### config.mk
export PLATFORM = sky130hd
export DESIGN_NAME = gb_interposer_flat
export DESIGN_NICKNAME = d
export VERILOG_FILES = /design/src/rtl/gb_interposer_if.sv /design/src/rtl/gb_interposer.sv /design/src/flat_wrapper.sv
export SDC_FILE = /design/constraint.sdc
export NUM_CORES = 1
export LEC_CHECK = 0
export BUFFER_PORTS_ARGS = -buffer_cell sky130_fd_sc_hd__buf_2
export CORE_UTILIZATION = 30
export DETAILED_ROUTE_END_ITERATION = 6
export PLACE_DENSITY_LB_ADDON = 0.05
export SYNTH_ARGS = -nofsm -noshare
export SYNTH_HDL_FRONTEND = slang
export SYNTH_SLANG_ARGS = --single-unit
### constraint.sdc
create_clock -name clk -period 1.85 [get_ports clk]
set_clock_uncertainty 0.05 [all_clocks]
set_input_delay 0.185 -clock clk [delete_from_list [all_inputs] [get_ports clk]]
set_output_delay 0.185 -clock clk [all_outputs]
set_load 0.02 [all_outputs]
### src/rtl/gb_interposer_if.sv
// Host-side and child-side ghostbus signals of one interposer segment.
// The master modport is the parent/bench view; slave is the interposer's view.
interface gb_interposer_if #(
   parameter int unsigned AW    = 24,
   parameter int unsigned DW    = 32,
   parameter int unsigned NCHAN = 2,
   parameter int unsigned CAW   = 22
) ();
   logic [AW-1:0]       host_addr;
   logic [DW-1:0]       host_wdata;
   logic                host_we;
   logic                host_re;
   logic [DW-1:0]       host_rdata;
   logic                host_rvalid;
   logic [CAW-1:0]      ch_addr;
   logic [DW-1:0]       ch_wdata;
   logic [NCHAN-1:0]    ch_we;
   logic [NCHAN-1:0]    ch_re;
   logic [NCHAN*DW-1:0] ch_rdata;

   modport master (
      output host_addr, host_wdata, host_we, host_re,
      input  host_rdata, host_rvalid,
      input  ch_addr, ch_wdata, ch_we, ch_re,
      output ch_rdata
   );

   modport slave (
      input  host_addr, host_wdata, host_we, host_re,
      output host_rdata, host_rvalid,
      output ch_addr, ch_wdata, ch_we, ch_re,
      input  ch_rdata
   );
endinterface

### src/rtl/gb_interposer.sv
// Ghostbus interposer: fans one host port out to NCHAN windows of 2^CAW words,
// with optional registered child stage, in-order read return and OOB tracking.
module gb_interposer #(
   parameter int unsigned AW       = 24,
   parameter int unsigned DW       = 32,
   parameter int unsigned NCHAN    = 2,
   parameter int unsigned CAW      = 22,
   parameter int unsigned PIPE     = 1,
   parameter int unsigned RD_LAT   = 1,
   parameter logic [31:0] OOB_DATA = 32'hDEADBEEF
) (
   input  logic          clk,
   input  logic          rst_n,
   gb_interposer_if.slave bus,
   input  logic          err_clr,
   output logic          err_oob,
   output logic [AW-1:0] err_addr
);
   localparam int unsigned SELW = (NCHAN > 1) ? $clog2(NCHAN) : 1;
   localparam int unsigned L    = PIPE + RD_LAT;

   if ((NCHAN < 1) || (NCHAN > 16) || (PIPE > 1) || (RD_LAT > 4) ||
       (CAW + $clog2(NCHAN) > AW)) begin : g_bad_cfg
      $error("gb_interposer: illegal parameter combination");
   end

   // Zero-extended so the select slice stays legal even when CAW+SELW > AW.
   logic [AW+SELW-1:0] w_addr_ext;
   logic [SELW-1:0]    w_sel;
   logic               w_inr, w_wr, w_rd, w_acc;
   logic [NCHAN-1:0]   w_onehot, w_we_n, w_re_n;

   assign w_addr_ext = {{SELW{1'b0}}, bus.host_addr};
   assign w_sel      = w_addr_ext[CAW +: SELW];
   assign w_inr      = ((w_addr_ext >> (CAW + SELW)) == '0) && (32'(w_sel) < NCHAN);
   assign w_wr       = bus.host_we;
   assign w_rd       = bus.host_re & ~bus.host_we;
   assign w_acc      = w_wr | w_rd;
   assign w_onehot   = NCHAN'(1) << w_sel;
   assign w_we_n     = (w_wr && w_inr) ? w_onehot : '0;
   assign w_re_n     = (w_rd && w_inr) ? w_onehot : '0;

   if (PIPE == 1) begin : g_pipe
      logic [NCHAN-1:0] r_ch_we, r_ch_re;
      logic [CAW-1:0]   r_ch_addr;
      logic [DW-1:0]    r_ch_wdata;

      always_ff @(posedge clk or negedge rst_n) begin
         if (!rst_n) begin
            r_ch_we    <= '0;
            r_ch_re    <= '0;
            r_ch_addr  <= '0;
            r_ch_wdata <= '0;
         end else begin
            r_ch_we <= w_we_n;
            r_ch_re <= w_re_n;
            if (w_acc) begin
               r_ch_addr  <= bus.host_addr[CAW-1:0];
               r_ch_wdata <= bus.host_wdata;
            end
         end
      end

      assign bus.ch_we    = r_ch_we;
      assign bus.ch_re    = r_ch_re;
      assign bus.ch_addr  = r_ch_addr;
      assign bus.ch_wdata = r_ch_wdata;
   end else begin : g_comb
      assign bus.ch_we    = rst_n ? w_we_n : '0;
      assign bus.ch_re    = rst_n ? w_re_n : '0;
      assign bus.ch_addr  = rst_n ? bus.host_addr[CAW-1:0] : '0;
      assign bus.ch_wdata = rst_n ? bus.host_wdata : '0;
   end

   // Tail of the read tracker: the entry whose data is captured this cycle.
   logic            w_tv, w_toob;
   logic [SELW-1:0] w_tsel;
   logic [DW-1:0]   w_tdata;

   if (L >= 2) begin : g_trk
      logic [L-2:0]    r_tv, r_toob;
      logic [SELW-1:0] r_tsel [L-1];

      always_ff @(posedge clk or negedge rst_n) begin
         if (!rst_n) begin
            r_tv   <= '0;
            r_toob <= '0;
            for (int i = 0; i < L - 1; i++) r_tsel[i] <= '0;
         end else begin
            r_tv[0]   <= w_rd;
            r_toob[0] <= ~w_inr;
            r_tsel[0] <= w_sel;
            for (int i = 1; i < L - 1; i++) begin
               r_tv[i]   <= r_tv[i-1];
               r_toob[i] <= r_toob[i-1];
               r_tsel[i] <= r_tsel[i-1];
            end
         end
      end

      assign w_tv   = r_tv[L-2];
      assign w_toob = r_toob[L-2];
      assign w_tsel = r_tsel[L-2];
   end else begin : g_trk0
      assign w_tv   = w_rd;
      assign w_toob = ~w_inr;
      assign w_tsel = w_sel;
   end

   always_comb begin
      w_tdata = DW'(OOB_DATA);
      if (!w_toob) begin
         w_tdata = '0;
         for (int k = 0; k < NCHAN; k++) begin
            if (w_tsel == SELW'(k)) w_tdata = bus.ch_rdata[k*DW +: DW];
         end
      end
   end

   logic [DW-1:0] r_rdata;

   if (L > 0) begin : g_ret_reg
      logic r_rvalid;

      always_ff @(posedge clk or negedge rst_n) begin
         if (!rst_n) begin
            r_rvalid <= 1'b0;
            r_rdata  <= '0;
         end else begin
            r_rvalid <= w_tv;
            if (w_tv) r_rdata <= w_tdata;
         end
      end

      assign bus.host_rvalid = r_rvalid;
      assign bus.host_rdata  = r_rdata;
   end else begin : g_ret_comb
      // Holds the last returned word so host_rdata is stable between returns.
      always_ff @(posedge clk or negedge rst_n) begin
         if (!rst_n)    r_rdata <= '0;
         else if (w_tv) r_rdata <= w_tdata;
      end

      assign bus.host_rvalid = rst_n & w_tv;
      assign bus.host_rdata  = !rst_n ? '0 : (w_tv ? w_tdata : r_rdata);
   end

   logic          r_err_oob;
   logic [AW-1:0] r_err_addr;

   // A new out-of-range access wins over a same-cycle clear.
   always_ff @(posedge clk or negedge rst_n) begin
      if (!rst_n) begin
         r_err_oob  <= 1'b0;
         r_err_addr <= '0;
      end else if (w_acc && !w_inr) begin
         r_err_oob  <= 1'b1;
         r_err_addr <= bus.host_addr;
      end else if (err_clr) begin
         r_err_oob  <= 1'b0;
      end
   end

   assign err_oob  = r_err_oob;
   assign err_addr = r_err_addr;
endmodule

### src/flat_wrapper.sv
// flat-port wrapper written by rule: the top's interface ports become plain ports
module gb_interposer_flat 
#(
   parameter int unsigned AW       = 24,
   parameter int unsigned DW       = 32,
   parameter int unsigned NCHAN    = 2,
   parameter int unsigned CAW      = 22,
   parameter int unsigned PIPE     = 1,
   parameter int unsigned RD_LAT   = 1,
   parameter logic [31:0] OOB_DATA = 32'hDEADBEEF
)
  (clk, rst_n, err_clr, err_oob, err_addr, bus_host_addr, bus_host_wdata, bus_host_we, bus_host_re, bus_host_rdata, bus_host_rvalid, bus_ch_addr, bus_ch_wdata, bus_ch_we, bus_ch_re, bus_ch_rdata);
  gb_interposer_if #(.AW(AW), .DW(DW), .NCHAN(NCHAN), .CAW(CAW)) bus_i ();
  input  logic clk;
  input  logic rst_n;
  input  logic err_clr;
  output logic err_oob;
  output logic [AW-1:0] err_addr;
  input wire logic [$bits(bus_i.host_addr)-1:0] bus_host_addr;
  input wire logic [$bits(bus_i.host_wdata)-1:0] bus_host_wdata;
  input wire logic [$bits(bus_i.host_we)-1:0] bus_host_we;
  input wire logic [$bits(bus_i.host_re)-1:0] bus_host_re;
  output wire logic [$bits(bus_i.host_rdata)-1:0] bus_host_rdata;
  output wire logic [$bits(bus_i.host_rvalid)-1:0] bus_host_rvalid;
  output wire logic [$bits(bus_i.ch_addr)-1:0] bus_ch_addr;
  output wire logic [$bits(bus_i.ch_wdata)-1:0] bus_ch_wdata;
  output wire logic [$bits(bus_i.ch_we)-1:0] bus_ch_we;
  output wire logic [$bits(bus_i.ch_re)-1:0] bus_ch_re;
  input wire logic [$bits(bus_i.ch_rdata)-1:0] bus_ch_rdata;
  assign bus_i.host_addr = bus_host_addr;
  assign bus_i.host_wdata = bus_host_wdata;
  assign bus_i.host_we = bus_host_we;
  assign bus_i.host_re = bus_host_re;
  assign bus_host_rdata = bus_i.host_rdata;
  assign bus_host_rvalid = bus_i.host_rvalid;
  assign bus_ch_addr = bus_i.ch_addr;
  assign bus_ch_wdata = bus_i.ch_wdata;
  assign bus_ch_we = bus_i.ch_we;
  assign bus_ch_re = bus_i.ch_re;
  assign bus_i.ch_rdata = bus_ch_rdata;
  gb_interposer #(.AW(AW), .DW(DW), .NCHAN(NCHAN), .CAW(CAW), .PIPE(PIPE), .RD_LAT(RD_LAT), .OOB_DATA(OOB_DATA)) u_core (.clk(clk), .rst_n(rst_n), .bus(bus_i), .err_clr(err_clr), .err_oob(err_oob), .err_addr(err_addr));
endmodule
## Word-level counts from Yosys, hierarchy flattened

Index checks and enable logic that the tools add are counted.

| word-level totals | value |
|---|---|
| flip-flop bits (word level) | 119 |
| bits in latches | 0 |
| bits in writable memories | 0 |
| bits in read-only memories | 0 |
| bits of input ports | 125 |
| output and inout bits | 116 |
| word-level logic and storage cells | 28 |
| memories kept | 0 |

| operators by class | value |
|---|---|
| add/sub/neg operators | 0 |
| multipliers | 0 |
| divide/modulo/power cells | 0 |
| magnitude comparators | 0 |
| equal/unequal tests | 0 |
| shift operators | 1 |
| mux-type cells | 6 |
| bitwise operators | 4 |
| reductions and logical operators | 6 |

Operator list:

| cell | count |
|---|---|
| $mux 32 | 2 |
| $logic_not 25->1 | 1 |
| $mux 2 | 2 |
| $logic_and 1x1->1 | 3 |
| $mux 1 | 2 |
| $not 1->1 | 2 |
| $reduce_bool 2->1 | 1 |
| $shl 1x1->2 const A | 1 |
| $and 1x1->1 | 1 |
| $logic_not 1->1 | 1 |
| $or 1x1->1 | 1 |

## Longest topological paths before layout

Gate-level depths: netlist of run 1.

| logic depth | value |
|---|---|
| depth after elaboration | 5 |
| gate-level depth with buffers | 5 |

## Worst setup path before layout of run 1

OpenSTA, ideal clock, no wires.

| timing | value |
|---|---|
| path type | register to register |
| start | register u_core.g_trk.r_tsel |
| end | register u_core.r_rdata[13] (netlist: u_core.bus.host_rdata[13]) |
| setup time | 126 ps |
| arrival time | 963 ps |
| required time | 1674 ps |
| slack | 711 ps |
| cell stages (with the launch flop) | 5 |
| period minus slack after synthesis | 1139 ps |
| path through | dfrtp_1 buf_2 buf_2 mux2i_1 a21oi_1 |

| on the way | value |
|---|---|
| word-level cells in the longest chain between the ends | 2 |

Ends and longest elaborated chain:

| what | RTL line | source |
|---|---|---|
| start, declared | gb_interposer.sv:82 | `logic [SELW-1:0] r_tsel [L-1];` |
| start signal, assigned by index | gb_interposer.sv:96 | `r_tsel[i] <= r_tsel[i-1];` |
| $mux 32 | gb_interposer.sv:115 | `if (w_tsel == SELW'(k)) w_tdata = bus.ch_rdata[k*DW +: DW];` |
| $mux 32 | gb_interposer.sv:112 | `if (!w_toob) begin` |
| end signal, assigned | gb_interposer.sv:131 | `if (w_tv) r_rdata <= w_tdata;` |
| end, declared | gb_interposer.sv:120 | `logic [DW-1:0] r_rdata;` |

Every way passes these cells.
A chain may end at the register's enable or synchronous reset.

## Worst setup path after layout of run 1

| timing | value |
|---|---|
| start | input bus_host_addr[23] |
| end | register u_core.r_err_addr[1] (netlist: u_core.err_addr[1]) |

| on the way | value |
|---|---|
| word-level cells in the longest chain between the ends | 3 |

Ends and longest elaborated chain:

| what | RTL line | source |
|---|---|---|
| start, declared | flat_wrapper.sv:19 | `input wire logic [$bits(bus_i.host_addr)-1:0] bus_host_addr;` |
| $logic_not 25->1 | gb_interposer.sv:35 | `assign w_inr = ((w_addr_ext >> (CAW + SELW)) == '0) && (32'(w_sel) < NCHAN);` |
| $logic_not 1->1 | gb_interposer.sv:156 | `end else if (w_acc && !w_inr) begin` |
| $logic_and 1x1->1 | gb_interposer.sv:156 |  |
| end signal, assigned | gb_interposer.sv:158 | `r_err_addr <= bus.host_addr;` |
| end, declared | gb_interposer.sv:149 | `logic [AW-1:0] r_err_addr;` |

Every way passes these cells.

==> flow_metrics.env, run 1 <==
export IMPL_timing_worst_setup_path_type="primary input to register"
export IMPL_syn_instance_count=323
export IMPL_crit_buf_inv=3
export IMPL_gp_congestion=0.734
export IMPL_worstMarginPinSlew_ns=0.343
export IMPL_r2r_slack_ns=0.59
export IMPL_status="completed"
export IMPL_grt_ovfl_total=0
export IMPL_rsz0062_at_grt="no"
export IMPL_syn_area_sq_um=4720
export IMPL_num_vias=3589
export IMPL_worst_slack_ns=0.409
export IMPL_first_pass_iters=4
export IMPL_dieHeight_um=127
export IMPL_h_tree_depth=4
export IMPL_critPathMaxFanout=25
export IMPL_fin_nets=754
export IMPL_ctsRootBufferMaster="clkbuf_16"
export IMPL_cts_max_path_buffers=2
export IMPL_yosys_most_used_dff="dfrtp_1"
export IMPL_p_int_mw=5.46
export IMPL_cts_buffers=17
export IMPL_cts_sinks=119
export IMPL_synth_edf_count=0
export IMPL_cp_data_arrival_time_ns=1.68
export IMPL_max_vdd_ir_drop_v=0.000687
export IMPL_die_w_um=127
export IMPL_fmax_mhz=694
export IMPL_vias_per_cell=4.21
export IMPL_path_clk_slew_ns=0.05
export IMPL_dieArea_sq_um=16200
export IMPL_wl_met1_um=4930
export IMPL_crit_slowest_cell="dlygate4sd3_1"
export IMPL_utilization_pct=47.8
export IMPL_start_util_pct=30.9
export IMPL_combPwrFrac_pct=17.8
export IMPL_grt_pass1_wl_um=18700
export IMPL_wl_um=12000
export IMPL_report_final_slew_viol_count=0
export IMPL_fillerInstances=1438
export IMPL_ys_ff_latch=119
export IMPL_yosysUniqueCellTypes=22
export IMPL_postCtsSetupBuffers=0
export IMPL_p_seq_share_pct=40.3
export IMPL_pwr_density_cell_nw_per_um2=1020
export IMPL_final_cell_mix="buf_2, dfrtp_1, mux2_2"
export IMPL_diodes=0
export IMPL_wl_per_cell_um=14.0
export IMPL_sw_frac_of_total_pct=26.3
export IMPL_hold_viol_final=0
export IMPL_finalCritPeriodShare_pct=77.9
export IMPL_clk_latency_ns=0.41
export IMPL_area_growth_pct=54.6
export IMPL_ys_warn_count=0
export IMPL_grt_pass1_vias=3691
export IMPL_setup_viol=0
export IMPL_path_delay_family="buffers and inverters"
export IMPL_core_area_sq_um=15300
export IMPL_grt_max_degree=56
export IMPL_wl_met3_um=1040
export IMPL_async_reset_ff_share_pct=100
export IMPL_final_cell_count_no_fill=853
export IMPL_switching_power_mw=1.95
export IMPL_synth_seq_area_share_pct=63.1
export IMPL_synth_fp_nets=448
export IMPL_hpwl_um=8370
export IMPL_cp_start_kind="primary input"
export IMPL_ant_nets=0
export IMPL_top_layer="met4"
export IMPL_holdCritPathClass="primary input to register"
export IMPL_drc=0
export IMPL_critPathMaxStageDelay_ns=0.53
export IMPL_drive_above_1_share_pct=56.2
export IMPL_place_area_sq_um=6150
export IMPL_dp_cells=763
export IMPL_ios=241
export IMPL_grtUsageTotal_pct=15.2
export IMPL_drt_initial_drc_count=108
export IMPL_dp_slack_ns=0.476
export IMPL_required_ns=2.09
export IMPL_maxCapViolations=0
export IMPL_cts_tree="done"
export IMPL_met2_length_um=5850
export IMPL_design_area_sq_um=7300
export IMPL_fin_tns_setup_ns=0
export IMPL_final_common_cell="buf_2"
export IMPL_slew_headroom_pct=77.1
export IMPL_crit_chain="dlygate4sd3_1 -> buf_2 -> o21ai_4 -> buf_4 -> mux2_2"
export IMPL_avgSynthCellArea_sq_um=14.6
export IMPL_endpoint_kind="register"
export IMPL_layout_min_cycle_time_ns=1.44
export IMPL_pwr_share_clk_pct=41.9
export IMPL_rows=45
export IMPL_numPortBuffers=240
export IMPL_p_leak_nw=3.55
export IMPL_antenna_found_initial=0
==> kinds of logic after synthesis <==
| group | Yosys count | share of synthesized area, % |
|---|---|---|
| buffers and inverters | 28 | 3.92 |
| and+or+nand+nor | 33 | 3.45 |
| muxes | 109 | 25.5 |
| DFF | 119 | 63.1 |
| AOI/OAI and AO/OA | 34 | 4.06 |
==> tightest hold or removal path, cell delays in order <==
cell and delay (ns):
buf_2 0.07, mux2i_1 0.05, a21oi_1 0.13
==> final cells by class <==
class	instances	area (sq um)	area share, %
Multi-Input combinational cell	176	1560	21.3
Clock buffer	23	498	6.82
Timing Repair Buffer	306	1890	26.0
Clock inverter	9	72.6	0.994
Tap cell	211	264	3.62
Sequential cell	119	2980	40.8
Inverter	9	33.8	0.463
==> metrics by stage <==
| step | hold slack [ns] | total power, mW |
|---|---|---|
| floorplan | -0.161 | 3.72 |
| global placement | 0.0518 | 4.26 |
| detailed placement | 0.0562 | 4.27 |
| CTS | 0.00299 | 7.54 |
| global route | 0.0121 | 7.76 |
| finish | 0.0216 | 7.41 |
==> timing repair <==
action | 4_1_cts | 5_1_grt
hold buffers | 58 | 0
endpoints found under the hold margin | 157 | 0
resized for setup | 0 | 0
==> registers in the layout, summed over array words and instances (netlist names) <==
signal and cells:
u_core.err_oob 1, u_core.bus.ch_re 2, u_core.bus.ch_wdata 32, u_core.bus.ch_addr 22, u_core.bus.host_rvalid 1, u_core.g_trk.r_tsel 1, u_core.err_addr 24, u_core.bus.host_rdata 32
u_core.bus.ch_we 2, u_core.g_trk.r_tv 1, u_core.g_trk.r_toob 1
==> layer usage <==
metal  vias up  global-route usage, %
met5         -                      0
met4         0                   5.95
met3        11                   6.07
met2       145                   25.1
met1      1699                   17.8
li1       1734                      -
==> synthesized netlist by cell type (4+ instances only) <==
master	instances	area share [%]
nor2_1	24	1.9
buf_2	6	0.64
a21oi_1	24	2.5
mux2i_1	32	6.8
mux2_2	73	17
dfrtp_1	119	63
inv_1	9	0.72
clkbuf_8	5	1.5
clkbuf_1	4	0.32
mux2_4	4	1.3
o22ai_1	8	1.1
==> power by group through the flow <==
stage | registers, mW | logic [mW] | clock network, mW
final | 2.99 | 1.32 | 3.10
after global routing | 3.02 | 1.43 | 3.32
after detailed placement | 3.03 | 1.25 | 0
after CTS | 2.99 | 1.34 | 3.21
after floorplan | 3.35 | 0.373 | 0
after global placement | 3.02 | 1.24 | 0
==> final timing paths <==
| kind | from | endpoint | depth (start not counted) |
|---|---|---|---|
| max reg2reg | u_core.g_trk.r_tv | u_core.bus.host_rdata[8] | 3 |
| min reg2reg | u_core.err_addr[23] | u_core.err_addr[23] | 1 |
| min | bus_ch_rdata[7] | u_core.bus.host_rdata[7] | 3 |
| max | bus_host_addr[23] | u_core.err_addr[1] | 5 |
| max in group asynchronous | rst_n | u_core.g_trk.r_tsel | 3 |
| min in group asynchronous | rst_n | u_core.bus.ch_wdata[4] | 2 |
(Power assumes the default switching activity.)
==> run 2, diff against run 1 <==
==> constraint.sdc (replaced) <==
create_clock -name clk -period 1.2 [get_ports clk]
set_clock_uncertainty 0.05 [all_clocks]
set_input_delay 0.12 -clock clk [delete_from_list [all_inputs] [get_ports clk]]
set_output_delay 0.12 -clock clk [all_outputs]
set_load 0.02 [all_outputs]
==> flow_metrics.env, run 2 (synthesis results as in run 1) <==
export IMPL_cp_data_arrival_time_ns=1.40
export IMPL_first_pass_iters=4
export IMPL_grt_pass1_vias=4186
export IMPL_status="completed"
export IMPL_clk_latency_ns=0.41
export IMPL_timing_rr_end="u_core.bus.host_rdata[0]"
export IMPL_finalCritPeriodShare_pct=96.4
export IMPL_setup_viol=0
export IMPL_fillerInstances=1337
export IMPL_design_area_sq_um=8060
export IMPL_drt_initial_drc_count=66
export IMPL_timing_worst_setup_path_type="register to register"
export IMPL_cts_sinks=119
export IMPL_p_int_mw=8.94
export IMPL_report_final_slew_viol_count=0
export IMPL_antenna_found_initial=0
export IMPL_fin_total_pwr_mw=12.0
export IMPL_drive_above_1_share_pct=51.7
export IMPL_sw_frac_of_total_pct=25.6
export IMPL_path_clk_slew_ns=0.05
export IMPL_vias_per_cell=4.22
export IMPL_dieArea_sq_um=16200
export IMPL_dieHeight_um=127
export IMPL_pwr_share_clk_pct=43.0
export IMPL_postCtsSetupBuffers=0
export IMPL_ios=241
export IMPL_diodes=0
export IMPL_hold_slack_ns=0.0125
export IMPL_maxCapViolations=0
export IMPL_slew_headroom_pct=80.1
export IMPL_ant_nets=0
export IMPL_wl_um=13300
export IMPL_cp_start_kind="register"
export IMPL_die_w_um=127
export IMPL_p_seq_share_pct=38.3
export IMPL_endpoint_kind="register"
export IMPL_p_leak_nw=3.87
export IMPL_grtUsageTotal_pct=16.8
export IMPL_cts_buffers=17
export IMPL_start_util_pct=30.9
export IMPL_holdCritPathClass="primary input to register"
export IMPL_ctsRootBufferMaster="clkbuf_16"
export IMPL_final_common_cell="buf_2"
export IMPL_fmax_mhz=864
export IMPL_gp_congestion=0.692
export IMPL_combPwrFrac_pct=18.7
export IMPL_layout_min_cycle_time_ns=1.16
export IMPL_grt_ovfl_total=0
export IMPL_h_tree_depth=4
export IMPL_utilization_pct=52.8
export IMPL_cts_tree="done"
export IMPL_hpwl_um=8680
export IMPL_wl_per_cell_um=14.4
export IMPL_reg2regPathDepth=3
export IMPL_final_cell_mix="buf_2, dlygate4sd3_1, dfrtp_1"
export IMPL_max_vdd_ir_drop_v=0.000787
export IMPL_rows=45
export IMPL_cts_max_path_buffers=2
export IMPL_num_vias=3887
export IMPL_critPathMaxFanout=32
export IMPL_hold_end="u_core.bus.host_rdata[12]"
export IMPL_min_from="bus_ch_rdata[12]"
export IMPL_grt_max_degree=40
export IMPL_place_area_sq_um=6240
export IMPL_required_ns=1.44
export IMPL_r2r_start="u_core.g_trk.r_tsel"
export IMPL_r2r_slack_ns=0.04
export IMPL_drc=0
export IMPL_grt_pass1_wl_um=20700
export IMPL_pwr_density_cell_nw_per_um2=1490
export IMPL_switching_power_mw=3.07
export IMPL_numPortBuffers=240
export IMPL_fin_nets=823
export IMPL_hold_viol_final=0
export IMPL_hold_depth=3
export IMPL_core_area_sq_um=15300
export IMPL_rsz0062_at_grt="yes"
export IMPL_area_growth_pct=70.8
export IMPL_worstMarginPinSlew_ns=0.299
-- run 2: changes by cell type in the layout (fill, tap and decap cells not counted), sizes merged --
cell         delta
clkbuf          -1
buf             +6
clkinv          -2
bufinv          +2
dlygate4sd3    +63
-- run 2: cell type report --
cell class                      instances  area (sq um)  area share, %
Clock buffer                           22           484           6.01
Clock inverter                          9           123           1.52
Inverter                                9          33.8          0.419
Multi-Input combinational cell        176          1560           19.3
Sequential cell                       119          2980           36.9
Tap cell                              211           264           3.27
Timing Repair Buffer                  375          2620           32.5
-- run 2: how the worst max path moves through the flow --
stage / startpoint / end / slack [ns] / cells after the start
after floorplan: u_core.g_trk.r_tsel / u_core.bus.host_rdata[13] / 0.06 / 4
after global routing: u_core.g_trk.r_tsel / u_core.bus.host_rdata[4] / -0.002 / 3
after global placement: bus_host_re / u_core.bus.ch_wdata[6] / -0.02 / 4
final: u_core.g_trk.r_tsel / u_core.bus.host_rdata[0] / 0.04 / 3
after CTS: u_core.g_trk.r_tv / u_core.bus.host_rdata[4] / 0.02 / 3
after detailed placement: bus_host_re / u_core.bus.ch_wdata[9] / -0.06 / 4
-- run 2: layer usage --
metal	up-vias	track usage [%]	routed length (um)
li1	1874	-	-
met1	1841	18.4	5440
met2	154	29.3	6550
met3	18	6.49	1030
met4	0	6.86	229
met5	-	0	0
-- run 2: repair_timing --
action / 4_1_cts / 5_1_grt
gates resized for setup: 0 / 1
hold buffers: 121 / 0
endpoints found under the setup margin: 0 / 8
hold endpoints to repair: 235 / 0
-- run 2: metrics by stage --
step                TNS [ns]  std cells  setup slack [ns]
floorplan                  0        323            0.0609
global placement      -0.723        769           -0.0230
detailed placement     -1.64        769           -0.0584
CTS                        0        921            0.0243
global route        -0.00402        921          -0.00221
finish                     0        921            0.0430
-- run 2: power by group through the flow --
| stage | registers (mW) | clock network (mW) | logic, mW |
|---|---|---|---|
| final | 4.60 | 5.17 | 2.25 |
| after global routing | 4.65 | 5.51 | 2.42 |
| after CTS | 4.60 | 5.33 | 2.27 |
| after detailed placement | 4.66 | 0 | 1.96 |
| after global placement | 4.65 | 0 | 1.94 |
| after floorplan | 5.16 | 0 | 0.576 |
-- run 2: worst max-delay path, cell delays in order (launching register included) --
cell and delay [ns]:
dfrtp_2 0.37, buf_12 0.22, mux2i_1 0.27, a21oi_1 0.10
